--- src/rtl/vga_sprite_engine.sv ---
// VGA raster timing generator with NUM_SPRITES fixed-priority rectangle sprites.
// Sprite state is shadowed once per frame so CPU writes never tear the picture.
module vga_sprite_engine #(
    parameter int NUM_SPRITES = 4,
    parameter int SPRITE_W    = 16,
    parameter int SPRITE_H    = 16,
    parameter int H_VIS       = 640,
    parameter int H_FP        = 16,
    parameter int H_SYNC      = 96,
    parameter int H_BP        = 48,
    parameter int V_VIS       = 480,
    parameter int V_FP        = 10,
    parameter int V_SYNC      = 2,
    parameter int V_BP        = 33
) (
    input  logic                      clk,
    input  logic                      reset,
    input  logic [16*NUM_SPRITES-1:0] sprite_x,
    input  logic [16*NUM_SPRITES-1:0] sprite_y,
    input  logic [NUM_SPRITES-1:0]    sprite_en,
    input  logic [24*NUM_SPRITES-1:0] sprite_rgb,
    input  logic [23:0]               bg_rgb,
    output logic                      clk_25MHz,
    output logic                      h_sync,
    output logic                      v_sync,
    output logic                      sync_n,
    output logic                      blank_n,
    output logic [7:0]                red_out,
    output logic [7:0]                green_out,
    output logic [7:0]                blue_out,
    output logic                      frame_start,
    output logic [9:0]                hcount,
    output logic [9:0]                vcount
);

    localparam int H_TOTAL = H_VIS + H_FP + H_SYNC + H_BP;
    localparam int V_TOTAL = V_VIS + V_FP + V_SYNC + V_BP;

    localparam logic [9:0] H_LAST   = 10'(H_TOTAL - 1);
    localparam logic [9:0] V_LAST   = 10'(V_TOTAL - 1);
    localparam logic [9:0] HS_FIRST = 10'(H_VIS + H_FP);
    localparam logic [9:0] HS_LAST  = 10'(H_VIS + H_FP + H_SYNC - 1);
    localparam logic [9:0] VS_FIRST = 10'(V_VIS + V_FP);
    localparam logic [9:0] VS_LAST  = 10'(V_VIS + V_FP + V_SYNC - 1);
    localparam logic [9:0] H_VIS_C  = 10'(H_VIS);
    localparam logic [9:0] V_VIS_C  = 10'(V_VIS);
    localparam logic [9:0] V_LATCH  = 10'(V_VIS - 1);

    logic                      clk25_q, clk25_d;
    logic [9:0]                hcount_q, hcount_d;
    logic [9:0]                vcount_q, vcount_d;
    logic                      hs_q, hs_d;
    logic                      vs_q, vs_d;
    logic                      blank_n_q, blank_n_d;
    logic [23:0]               rgb_q, rgb_d;
    logic                      frame_start_q, frame_start_d;
    logic [16*NUM_SPRITES-1:0] sx_q, sx_d;
    logic [16*NUM_SPRITES-1:0] sy_q, sy_d;
    logic [NUM_SPRITES-1:0]    sen_q, sen_d;
    logic [24*NUM_SPRITES-1:0] srgb_q, srgb_d;

    logic                      pix_tick;
    logic                      hs_raw;
    logic                      vs_raw;
    logic                      vis;
    logic                      latch;
    logic [NUM_SPRITES-1:0]    hit;
    logic [23:0]               pix_rgb;
    logic [16:0]               h_ext;
    logic [16:0]               v_ext;

    assign pix_tick = clk25_q;
    assign hs_raw   = !((hcount_q >= HS_FIRST) && (hcount_q <= HS_LAST));
    assign vs_raw   = !((vcount_q >= VS_FIRST) && (vcount_q <= VS_LAST));
    assign vis      = (hcount_q < H_VIS_C) && (vcount_q < V_VIS_C);
    assign latch    = pix_tick && (hcount_q == H_LAST) && (vcount_q == V_LATCH);
    assign h_ext    = {7'b0, hcount_q};
    assign v_ext    = {7'b0, vcount_q};

    // 17-bit bounds so a sprite near 0xFFFF cannot wrap round onto column/row 0
    for (genvar g = 0; g < NUM_SPRITES; g++) begin : g_hit
        logic [16:0] x_lo;
        logic [16:0] y_lo;
        assign x_lo   = {1'b0, sx_q[16*g +: 16]};
        assign y_lo   = {1'b0, sy_q[16*g +: 16]};
        assign hit[g] = sen_q[g]
                        && (h_ext >= x_lo) && (h_ext < x_lo + 17'(SPRITE_W))
                        && (v_ext >= y_lo) && (v_ext < y_lo + 17'(SPRITE_H));
    end

    // Walk from the highest index down so the lowest hitting sprite is written last
    always_comb begin
        pix_rgb = bg_rgb;
        for (int i = NUM_SPRITES - 1; i >= 0; i--) begin
            if (hit[i]) begin
                pix_rgb = srgb_q[24*i +: 24];
            end
        end
        if (!vis) begin
            pix_rgb = 24'h0;
        end
    end

    always_comb begin
        clk25_d       = ~clk25_q;
        hcount_d      = hcount_q;
        vcount_d      = vcount_q;
        hs_d          = hs_q;
        vs_d          = vs_q;
        blank_n_d     = blank_n_q;
        rgb_d         = rgb_q;
        frame_start_d = 1'b0;
        sx_d          = sx_q;
        sy_d          = sy_q;
        sen_d         = sen_q;
        srgb_d        = srgb_q;

        if (pix_tick) begin
            if (hcount_q == H_LAST) begin
                hcount_d = 10'd0;
                vcount_d = (vcount_q == V_LAST) ? 10'd0 : vcount_q + 10'd1;
            end else begin
                hcount_d = hcount_q + 10'd1;
            end
            hs_d      = hs_raw;
            vs_d      = vs_raw;
            blank_n_d = vis;
            rgb_d     = pix_rgb;
            // Last tick before vertical blanking: take a fresh snapshot for the next frame
            if (latch) begin
                sx_d          = sprite_x;
                sy_d          = sprite_y;
                sen_d         = sprite_en;
                srgb_d        = sprite_rgb;
                frame_start_d = 1'b1;
            end
        end
    end

    always_ff @(posedge clk) begin
        if (!reset) begin
            clk25_q       <= 1'b0;
            hcount_q      <= 10'd0;
            vcount_q      <= 10'd0;
            hs_q          <= 1'b1;
            vs_q          <= 1'b1;
            blank_n_q     <= 1'b0;
            rgb_q         <= 24'h0;
            frame_start_q <= 1'b0;
            sx_q          <= '0;
            sy_q          <= '0;
            sen_q         <= '0;
            srgb_q        <= '0;
        end else begin
            clk25_q       <= clk25_d;
            hcount_q      <= hcount_d;
            vcount_q      <= vcount_d;
            hs_q          <= hs_d;
            vs_q          <= vs_d;
            blank_n_q     <= blank_n_d;
            rgb_q         <= rgb_d;
            frame_start_q <= frame_start_d;
            sx_q          <= sx_d;
            sy_q          <= sy_d;
            sen_q         <= sen_d;
            srgb_q        <= srgb_d;
        end
    end

    assign clk_25MHz   = clk25_q;
    assign h_sync      = hs_q;
    assign v_sync      = vs_q;
    assign sync_n      = 1'b0;
    assign blank_n     = blank_n_q;
    assign red_out     = rgb_q[23:16];
    assign green_out   = rgb_q[15:8];
    assign blue_out    = rgb_q[7:0];
    assign frame_start = frame_start_q;
    assign hcount      = hcount_q;
    assign vcount      = vcount_q;

endmodule

--- config.mk ---
export PLATFORM = sky130hd
export DESIGN_NAME = vga_sprite_engine
export DESIGN_NICKNAME = d
export VERILOG_FILES = /design/src/rtl/vga_sprite_engine.sv
export SDC_FILE = /design/constraint.sdc
export NUM_CORES = 1
export LEC_CHECK = 0
export BUFFER_PORTS_ARGS = -buffer_cell sky130_fd_sc_hd__buf_2
export CAP_MARGIN = 15
export CELL_PAD_IN_SITES_DETAIL_PLACEMENT = 0
export CELL_PAD_IN_SITES_GLOBAL_PLACEMENT = 1
export CORE_ASPECT_RATIO = 1.75
export CORE_MARGIN = 5
export CORE_UTILIZATION = 42
export CTS_BUF_LIST = sky130_fd_sc_hd__clkbuf_2 sky130_fd_sc_hd__clkbuf_4 sky130_fd_sc_hd__clkbuf_8
export DETAILED_ROUTE_END_ITERATION = 8
export MAX_ROUTING_LAYER = met4
export PLACE_DENSITY_LB_ADDON = 0.1
export SLEW_MARGIN = 15
export SYNTH_ARGS = -nofsm -noshare
export SYNTH_HDL_FRONTEND = slang
export SYNTH_SLANG_ARGS = --single-unit
--- constraint.sdc ---
create_clock -name clk -period 3.75 [get_ports clk]
set_input_delay 0.375 -clock clk [delete_from_list [all_inputs] [get_ports clk]]
set_output_delay 0.375 -clock clk [all_outputs]
set_load 0.01 [all_outputs]
==> metrics.yaml, run 1 <==
status: "finished clean"
synth_xor_area_share_pct: 2.681
synth_top_area_share_pct: 36.12
fp.dieH_um: 262.9
yosys.area_share.adder_pct: 11.49
globalRouteTotalUtil_pct: 23.58
r2r_slack_ns: 0.30
place_hpwl_mm: 35.90
first_iter_violations: 576
seqCellArea_mm2: 0.005545
synth.area.top_cells: "dfxtp_1, nand2_1, ha_1, a21boi_1, inv_1"
grt_antenna_before_repair: 1
finalPower_w: 0.006302
hold_path_class: "in2reg"
critPathCapture: "rgb_q[17]$_SDFFE_PN0P_"
grt_pass1_wl_mm: 75.87
routed-wl-met2_mm: 25.95
met1_length_mm: 18.69
initial_core_util_pct: 42.47
cts_tree: "yes"
cts.reportedPaths.clkPinSlew_ns: 0.06
vias_per_cell: 5.176
overflow: 0
cts-buffers-inserted: 45
synth-compound-area-share_pct: 22.02
gp_congestion: 0.8852
dp.cells: 2635
finalSetupTns_ns: 0
final_cells: 2756
synthMuxAreaShare_pct: 1.703
drv_slew: 0
grt_max_degree: 138
yosys_register_bits: 277
hold_violations: 0
drt_drc_violations_left: 0
yosys_warnings: 0
ys_top_cells_by_count: "nand2_1, dfxtp_1, a21boi_1"
max_slew_margin_pct: 28.91
power_per_cell_area_mw_per_mm2: 333.1
arrival_ns: 3.91
synth_most_common_cell: "nand2_1"
placed_area_mm2: 0.01748
dieArea_mm2: 0.04063
core.rowCount: 92
avgSynthCellArea_um2: 8.013
setup.worst_path.end_class: "flip-flop"
grt_pass1_vias: 14580
nFillCells: 3617
final_cell_area_mm2: 0.01892
port_buffers: 302
synth-simple-area-share_pct: 20.60
setup_viol: 0
multi_input_area_mm2: 0.009035
crit_top_cell: "ha_1"
post-route-util_pct: 52.35
reg2reg_depth: 13
synth-edff-count: 0
synth_top_cell_by_area: "dfxtp_1"
die_w_um: 154.5
routed.top_layer: "met4"
num-nets-final: 2647
fin_worst_skew_ns: 0.03529
fp.coreArea_mm2: 0.03614
clk_path_buf_depth: 3
synth_seq_area_share_pct: 36.12
synth_cell_types: 64
met3_length_mm: 1.861
synthArstFlopShare_pct: 0
clock-sinks: 277
grt_setup_unrepaired: "false"
slowest_delay_ns: 0.46
drive_gt1_share_pct: 19.56
drt-wirelength-per-cell_um: 17.49
htree_levels: 2
ant_nets: 0
synth_nets: 2311
r2r_start: "sy_q[4]$_SDFFE_PN0P_"
cp-start-kind: "flip-flop"
synth_top_family_by_area: "compound AO/OA/AOI/OAI gates"
max_freq_mhz: 289.9
io_pins: 304
via_count: 14270
worst_skew_pair.late_latency_ns: 0.59
startpoint: "sy_q[4]$_SDFFE_PN0P_"
r2r-end: "rgb_q[17]$_SDFFE_PN0P_"
clock-root-buffer: "clkbuf_8"
crit_chain: "ha_1, nand3_1, xnor2_1, ha_1, a21o_1, a21oi_1, o21ai_0, a2111oi_4, o2111ai_4, buf_12, nor2_1, a211oi_1, a211o_1"
required_ns: 4.21
period_share_pct: 92.00
critPathSlowestCell: "a2111oi_4"
leakagePower_nw: 7.907
tightest_slew_ns: 1.064
syn_inst: 1916
vdd_drop_max_mv: 0.2784
drv_cap: 0
period_minus_slack_ns: 3.450
crit_fanout: 72
synth_area_mm2: 0.01535
synth_flop_cell: "dfxtp_1"
wirelength_mm: 48.21
drtPass1Iterations: 4
syn_to_final_growth_pct: 23.26
crit_type: "reg2reg"
[layer usage]
| layer | global-route usage [%] | vias up |
|---|---|---|
| met5 | - | - |
| met2 | 43.72 | 331 |
| li1 | - | 7216 |
| met1 | 25.28 | 6621 |
| met3 | 2.966 | 97 |
| met4 | 8.815 | 0 |
[critical path, delay by kind of cell, from the launching register on]
kind,cells,cell delay (ns)
fa+ha+maj,2,0.58
compound gates,7,1.50
buf+inv,1,0.26
simple gates,2,0.28
xor+xnor,1,0.23
flops,1,0.44
[sequential cells by signal (all words and copies together) (netlist names)]
register,count
blank_n,1
clk_25MHz,1
frame_start,1
h_sync,1
hcount,10
rgb_q,24
sen_q,4
srgb_q,96
sx_q,64
sy_q,64
v_sync,1
vcount,10
[cells by family (layout without fill, tap and decap cells)]
logic type	count (synthesis)	count (layout)
fa+ha+maj	141	141
simple gates	752	752
xor+xnor	47	47
flops	277	277
buf+inv	198	567
compound gates	474	474
other cells	1	2
mux	26	26
[worst min path at each step]
stage | from | to | slack (ns) | cells past startpoint
global placement | h_sync$_SDFFE_PN1P_ | h_sync$_SDFFE_PN1P_ | 0.43 | 2
detailed placement | h_sync$_SDFFE_PN1P_ | h_sync$_SDFFE_PN1P_ | 0.44 | 2
floorplan | sx_q[15]$_SDFFE_PN0P_ | sx_q[15]$_SDFFE_PN0P_ | 0.43 | 2
CTS | sprite_y[40] | sy_q[40]$_SDFFE_PN0P_ | 0.00003 | 3
global route | sprite_rgb[36] | srgb_q[36]$_SDFFE_PN0P_ | 0.01 | 3
finish | sprite_y[12] | sy_q[12]$_SDFFE_PN0P_ | 0.03 | 3
[per-stage QoR]
| step | hold slack (ns) | setup slack (ns) |
|---|---|---|
| floorplan | 0.4295 | 0.8348 |
| global placement | 0.4337 | 0.1971 |
| detailed placement | 0.4352 | 0.1249 |
| CTS | 0.00002598 | 0.1037 |
| global route | 0.01094 | 0.1225 |
| finish | 0.02998 | 0.3000 |
[power breakdown]
group | switching (W) | leakage (nW) | internal, W
combinational | 0.000166 | 5.13 | 0.000211
sequential | 0.0000134 | 2.23 | 0.00296
clock | 0.00124 | 0.541 | 0.00171
total | 0.00142 | 7.91 | 0.00489
[cells in the final DEF, fill, tap and decap left out, types with 3 or more instances in the layout]
cell / instances
a2111oi_0: 9
a211o_1: 26
a211oi_1: 32
a21boi_0: 3
a21boi_1: 229
a21o_1: 11
a21oi_1: 36
a31oi_1: 4
and2_1: 3
and3_1: 11
buf_12: 6
buf_2: 301
buf_4: 44
clkbuf_4: 11
clkbuf_8: 62
clkinv_2: 3
dfxtp_1: 277
dlygate4sd3_1: 40
ha_1: 141
inv_1: 93
mux2i_1: 25
nand2_1: 526
nand2b_1: 10
nand3_1: 62
nand4_1: 8
nand4b_1: 5
nor2_1: 74
nor2b_1: 14
nor3_1: 13
nor4_1: 10
o2111ai_1: 6
o211ai_1: 7
o21a_1: 9
o21ai_0: 65
o21ai_1: 14
or4_1: 3
xnor2_1: 39
xor2_1: 8
[final cells by class]
cell class | instances | share of cell area (%)
clock buffers | 73 | 4.946
repair buffers | 392 | 12.52
diodes | 1 | 0.01322
inverters | 95 | 1.884
multi-input cells | 1441 | 47.75
well taps | 470 | 3.108
flip-flops and latches | 277 | 29.30
clock inverters | 7 | 0.4827
[timing repair]
| action | in CTS | in global routing |
|---|---|---|
| hold endpoints to repair | 40 | 0 |
| setup buffers | 0 | 0 |
| resized for setup | 0 | 1 |
| endpoints found under the setup margin | 0 | 6 |
| hold buffers | 40 | 0 |
Note: power is estimated with default switching activity, not from simulation.
==> run 2: changes to the inputs <==
--- a/config.mk
+++ b/config.mk
@@ -10,7 +10,7 @@
 export CELL_PAD_IN_SITES_DETAIL_PLACEMENT = 0
 export CELL_PAD_IN_SITES_GLOBAL_PLACEMENT = 1
 export CORE_ASPECT_RATIO = 1.75
-export CORE_MARGIN = 5
+export CORE_MARGIN = 4
 export CORE_UTILIZATION = 42
 export CTS_BUF_LIST = sky130_fd_sc_hd__clkbuf_2 sky130_fd_sc_hd__clkbuf_4 sky130_fd_sc_hd__clkbuf_8
 export DETAILED_ROUTE_END_ITERATION = 8
==> metrics.yaml, run 2 (synthesis gave the netlist of run 1 again) <==
layout_commonest_cell: "nand2_1"
pwr-share-comb_pct: 6.5
power_per_cell_area_mw_per_mm2: 319.0
r2r-end: "rgb_q[7]$_SDFFE_PN0P_"
vdd_drop_max_mv: 0.2524
clockPowerShare_pct: 44.2
cts-buffers-inserted: 43
grt_setup_unrepaired: "false"
fp.coreArea_mm2: 0.03603
internal_power_w: 0.004642
setup_viol: 0
cp-start-kind: "flip-flop"
io_pins: 304
hold_path_class: "in2reg"
critPathCapture: "rgb_q[7]$_SDFFE_PN0P_"
startpoint: "sy_q[4]$_SDFFE_PN0P_"
finalSetupTns_ns: 0
cts.reportedPaths.clkPinSlew_ns: 0.06
drtPass1Iterations: 5
vias_per_cell: 5.178
drt-wirelength-per-cell_um: 17.28
top_regs: "srgb_q (96), sx_q (64), sy_q (64)"
grt_pass1_wl_mm: 74.91
wirelength_mm: 47.76
drv_slew: 0
num-nets-final: 2657
gp_congestion: 0.9049
setup.worst_path.end_class: "flip-flop"
period_minus_slack_ns: 3.412
fin_worst_skew_ns: 0.01710
port_buffers: 302
placed_area_mm2: 0.01743
p_sw_w: 0.001402
dieArea_mm2: 0.03980
regMostFlops: "srgb_q"
tightest_slew_ns: 0.9644
drv_cap: 0
drive_gt1_share_pct: 18.97
pwr-share-seq_pct: 49.2
nFillCells: 3611
clk_path_buf_depth: 3
cts_tree: "yes"
r2r_slack_ns: 0.34
p_sw_share_pct: 23.20
final_cell_area_mm2: 0.01895
via_count: 14310
syn_to_final_growth_pct: 23.43
r2r_start: "sy_q[4]$_SDFFE_PN0P_"
first_iter_violations: 458
initial_core_util_pct: 42.61
hold_slack_ns: 0.03904
largest_register_ffs: 96
grt_max_degree: 91
status: "finished clean"
layout_common_cells: "nand2_1, buf_2, dfxtp_1, a21boi_1, ha_1"
leakagePower_nw: 7.891
hold_violations: 0
max_slew_margin_pct: 35.56
max_freq_mhz: 293.1
fp.dieH_um: 260.9
crit_fanout: 72
worst_skew_pair.late_latency_ns: 0.58
grt_pass1_vias: 14210
drt_drc_violations_left: 0
period_share_pct: 90.99
required_ns: 4.20
overflow: 0
clock-root-buffer: "clkbuf_8"
htree_levels: 2
crit_type: "reg2reg"
place_hpwl_mm: 35.49
arrival_ns: 3.87
grt_antenna_before_repair: 1
clock-sinks: 277
ant_nets: 0
reg2reg_depth: 12
post_cts_buffers: 0
core.rowCount: 92
die_w_um: 152.5
globalRouteTotalUtil_pct: 23.89
==> run 2: changes by cell type in the layout (fill, tap and decap cells not counted) <==
cell,before,now
buf_12,6,7
clkinv_2,3,7
dlygate4sd3_1,40,60
clkinvlp_4,1,3
bufinv_16,2,1
clkbuf_4,11,13
buf_4,44,35
clkinv_4,1,0
clkbuf_8,62,52
==> run 2: critical path: stages (launching register included) <==
cell       delay [ns]
dfxtp_1          0.47
ha_1             0.29
xnor2_1          0.09
ha_1             0.19
a2111oi_0        0.46
o31a_1           0.23
o21ai_0          0.14
a2111oi_4        0.48
o2111ai_4        0.19
buf_12           0.24
nor2_1           0.14
a211oi_1         0.06
a211o_1          0.28
==> run 2: worst min path at each step <==
stage                              end  slack, ns  cells past startpoint                   from
2_1_floorplan    sx_q[15]$_SDFFE_PN0P_       0.43                      2  sx_q[15]$_SDFFE_PN0P_
3_3_place_gp       v_sync$_SDFFE_PN1P_       0.43                      2    v_sync$_SDFFE_PN1P_
3_5_place_dp       h_sync$_SDFFE_PN1P_       0.44                      2    h_sync$_SDFFE_PN1P_
4_1_cts          sx_q[19]$_SDFFE_PN0P_    0.00009                      3           sprite_x[19]
5_1_grt          sx_q[12]$_SDFFE_PN0P_       0.02                      3           sprite_x[12]
6_report       srgb_q[16]$_SDFFE_PN0P_       0.04                      3         sprite_rgb[16]
==> run 2: cell type report <==
type                    count  area (um2)  area share (%)
diodes                      1       2.502         0.01321
clock buffers              65       813.3           4.292
clock inverters            11       87.58          0.4622
inverters                  95       356.6           1.882
multi-input cells        1441        9035           47.68
flip-flops and latches    277        5545           29.26
well taps                 470       588.1           3.103
repair buffers            404        2521           13.30
==> run 2: layer usage <==
layer,track usage [%],vias up,routed length [um]
met1,25.40,6606,18330
met2,44.04,369,25270
met5,-,-,0
met4,10.73,0,2093
met3,3.269,100,2069
li1,-,7238,-
==> run 2: timing repair <==
item	4_1_cts	5_1_grt
hold endpoints to repair	60	0
setup endpoints to repair	0	24
hold buffers	60	0
gates resized for setup	0	1
==> run 2: power by group through the flow <==
stage          sequential (W)  clock, W  combinational, W
2_1_floorplan         0.00305         0          0.000134
4_1_cts               0.00298   0.00277          0.000400
3_5_place_dp          0.00304         0          0.000350
5_1_grt               0.00298   0.00288          0.000432
6_report              0.00298   0.00267          0.000395
3_3_place_gp          0.00304         0          0.000350
==> run 2: stage by stage <==
stage	utilization (%)	worst slack (ns)	cells	power [W]
5_1_grt	52.59	0.05019	2764	0.006285
2_1_floorplan	-	0.8348	1916	0.003182
4_1_cts	52.55	0.2276	2763	0.006141
3_3_place_gp	48.39	0.3010	2627	0.003390
3_5_place_dp	48.39	0.2601	2627	0.003391
6_report	52.59	0.3379	2764	0.006044
==> run 3: changes to the inputs <==
--- a/config.mk
+++ b/config.mk
@@ -16,6 +16,8 @@
 export DETAILED_ROUTE_END_ITERATION = 8
 export MAX_ROUTING_LAYER = met4
 export PLACE_DENSITY_LB_ADDON = 0.1
+export RECOVER_POWER = 100
+export SETUP_SLACK_MARGIN = 0.3
 export SLEW_MARGIN = 15
 export SYNTH_ARGS = -nofsm -noshare
 export SYNTH_HDL_FRONTEND = slang
==> metrics.yaml, run 3 (synthesis gave the netlist of run 1 again) <==
critPathSlowestCell: "clkbuf_1"
tightest_slew_ns: 1.552
required_ns: 4.20
wirelength_mm: 48.81
place_hpwl_mm: 35.49
grt_max_degree: 91
hold_violations: 0
layout_common_cells: "nand2_1, dfxtp_1, buf_2, a21boi_0, ha_1"
violations: "max-capacitance violations, max-slew violations"
r2r-end: "rgb_q[1]$_SDFFE_PN0P_"
hold_path_class: "in2reg"
crit_type: "reg2reg"
clock-sinks: 277
initial_core_util_pct: 42.61
leakagePower_nw: 7.663
setup_viol: 0
grt_setup_unrepaired: "false"
grt_antenna_before_repair: 1
drv_cap: 1
setup.worst_path.end_class: "flip-flop"
max_freq_mhz: 301.0
drtPass1Iterations: 6
drt_drc_violations_left: 0
grt_pass1_wl_mm: 74.89
clock-root-buffer: "clkbuf_8"
r2r_start: "vcount[9]$_SDFFE_PN0P_"
final_cells: 2769
startpoint: "vcount[9]$_SDFFE_PN0P_"
crit_chain: "clkbuf_1, ha_1, a21oi_1, o21ai_2, a2111oi_4, o2111ai_1, buf_12, clkbuf_16, nand3_1, o21ai_0, a211o_1"
fp.coreArea_mm2: 0.03603
worst_skew_pair.late_latency_ns: 0.58
via_count: 14360
vdd_drop_max_mv: 0.2523
overflow: 0
finalSetupTns_ns: 0
critPathCapture: "rgb_q[1]$_SDFFE_PN0P_"
htree_levels: 2
slowest_delay_ns: 0.59
ant_nets: 0
drive_gt1_share_pct: 17.45
largest_register_ffs: 96
layout_commonest_cell: "nand2_1"
gp_congestion: 0.9049
cts-buffers-inserted: 43
cp-start-kind: "flip-flop"
core.rowCount: 92
die_w_um: 152.5
num-nets-final: 2662
crit_fanout: 36
clk_path_buf_depth: 3
fin_worst_skew_ns: 0.01820
cts_tree: "yes"
arrival_ns: 3.77
first_iter_violations: 549
syn_to_final_growth_pct: 23.66
io_pins: 304
whs_path_depth: 3
max_slew_margin_pct: -3.466
globalRouteTotalUtil_pct: 23.89
grt_pass1_vias: 14210
port_buffers: 302
cts.reportedPaths.clkPinSlew_ns: 0.06
power_per_cell_area_mw_per_mm2: 318.0
vias_per_cell: 5.185
dp.cells: 2627
period_share_pct: 88.59
fp.dieH_um: 260.9
drt-wirelength-per-cell_um: 17.63
status: "finished with violations"
r2r_slack_ns: 0.43
dieArea_mm2: 0.03980
period_minus_slack_ns: 3.322
top_regs: "srgb_q (96), sx_q (64), sy_q (64)"
regMostFlops: "srgb_q"
drv_slew: 91
reg2reg_depth: 11
-- run 3: changes by cell type in the layout (fill, tap and decap cells not counted), moves of 2 or more --
cell,delta
dfxtp_4,+2
buf_4,-12
buf_2,-34
clkbuf_1,+44
clkbuf_2,+2
clkbuf_16,+3
o21ai_0,+2
a21boi_1,-195
buf_6,+2
dfxtp_1,-2
a21boi_0,+195
o21ai_1,-3
-- run 3: layout make-up --
class / instances / area [um2]
tap: 470 / 588.1
timing repair buffer: 409 / 2534
clock buffer: 65 / 813.3
sequential: 277 / 5553
clock inverter: 11 / 87.58
antenna: 1 / 2.502
inverter: 95 / 356.6
fill: 3621 / 17050
multi-input combinational: 1441 / 9050
-- run 3: power by group --
group | total (W) | internal [W] | leakage [nW] | switching (W)
logic | 0.000387 | 0.000216 | 4.95 | 0.000171
registers | 0.00297 | 0.00296 | 2.24 | 0.0000142
clock network | 0.00268 | 0.00146 | 0.476 | 0.00122
total | 0.00604 | 0.00463 | 7.66 | 0.00140
-- run 3: routing by layer --
layer | track usage (%) | vias up | share of wire [%]
met5 | - | - | 0
met4 | 10.70 | 0 | 4.2
met3 | 3.269 | 101 | 4.4
met2 | 44.03 | 372 | 53
met1 | 25.41 | 6629 | 38
li1 | - | 7256 | -
-- run 3: critical path: cells and delay by family (launching register included) --
family	cells	cell delay (ns)
AOI/OAI and AO/OA	6	1.28
buffers and inverters	3	1.01
DFF	1	0.43
adders and majority gates	1	0.36
and+or+nand+nor	1	0.10
-- run 3: worst min-delay path by stage --
stage                                      from               endpoint  slack [ns]
final                               sprite_y[5]   sy_q[5]$_SDFFE_PN0P_        0.05
after global placement      v_sync$_SDFFE_PN1P_    v_sync$_SDFFE_PN1P_        0.43
after global routing               sprite_x[12]  sx_q[12]$_SDFFE_PN0P_        0.03
after CTS                          sprite_x[19]  sx_q[19]$_SDFFE_PN0P_     0.00009
after floorplan           sx_q[15]$_SDFFE_PN0P_  sx_q[15]$_SDFFE_PN0P_        0.43
after detailed placement    h_sync$_SDFFE_PN1P_    h_sync$_SDFFE_PN1P_        0.44
-- run 3: stage by stage --
step | instance area, um2 | util (%) | hold slack (ns) | total power [W] | setup slack [ns]
after global placement | 17430 | 48.39 | 0.4327 | 0.003390 | 0.3010
after detailed placement | 17430 | 48.39 | 0.4394 | 0.003391 | 0.2601
final | 18980 | 52.69 | 0.04566 | 0.006037 | 0.4279
after global routing | 18980 | 52.69 | 0.03171 | 0.006278 | 0.1528
after floorplan | 15350 | - | 0.4295 | 0.003182 | 0.8348
after CTS | 18950 | 52.59 | 0.00008554 | 0.006141 | 0.3883
-- run 3: what timing repair did --
item,CTS,global route
setup endpoints to repair,24,146
gates resized for setup,1,14
cloned,0,4
hold endpoints to repair,60,0
setup buffers,0,1
hold buffers,60,0
pin swaps,0,2
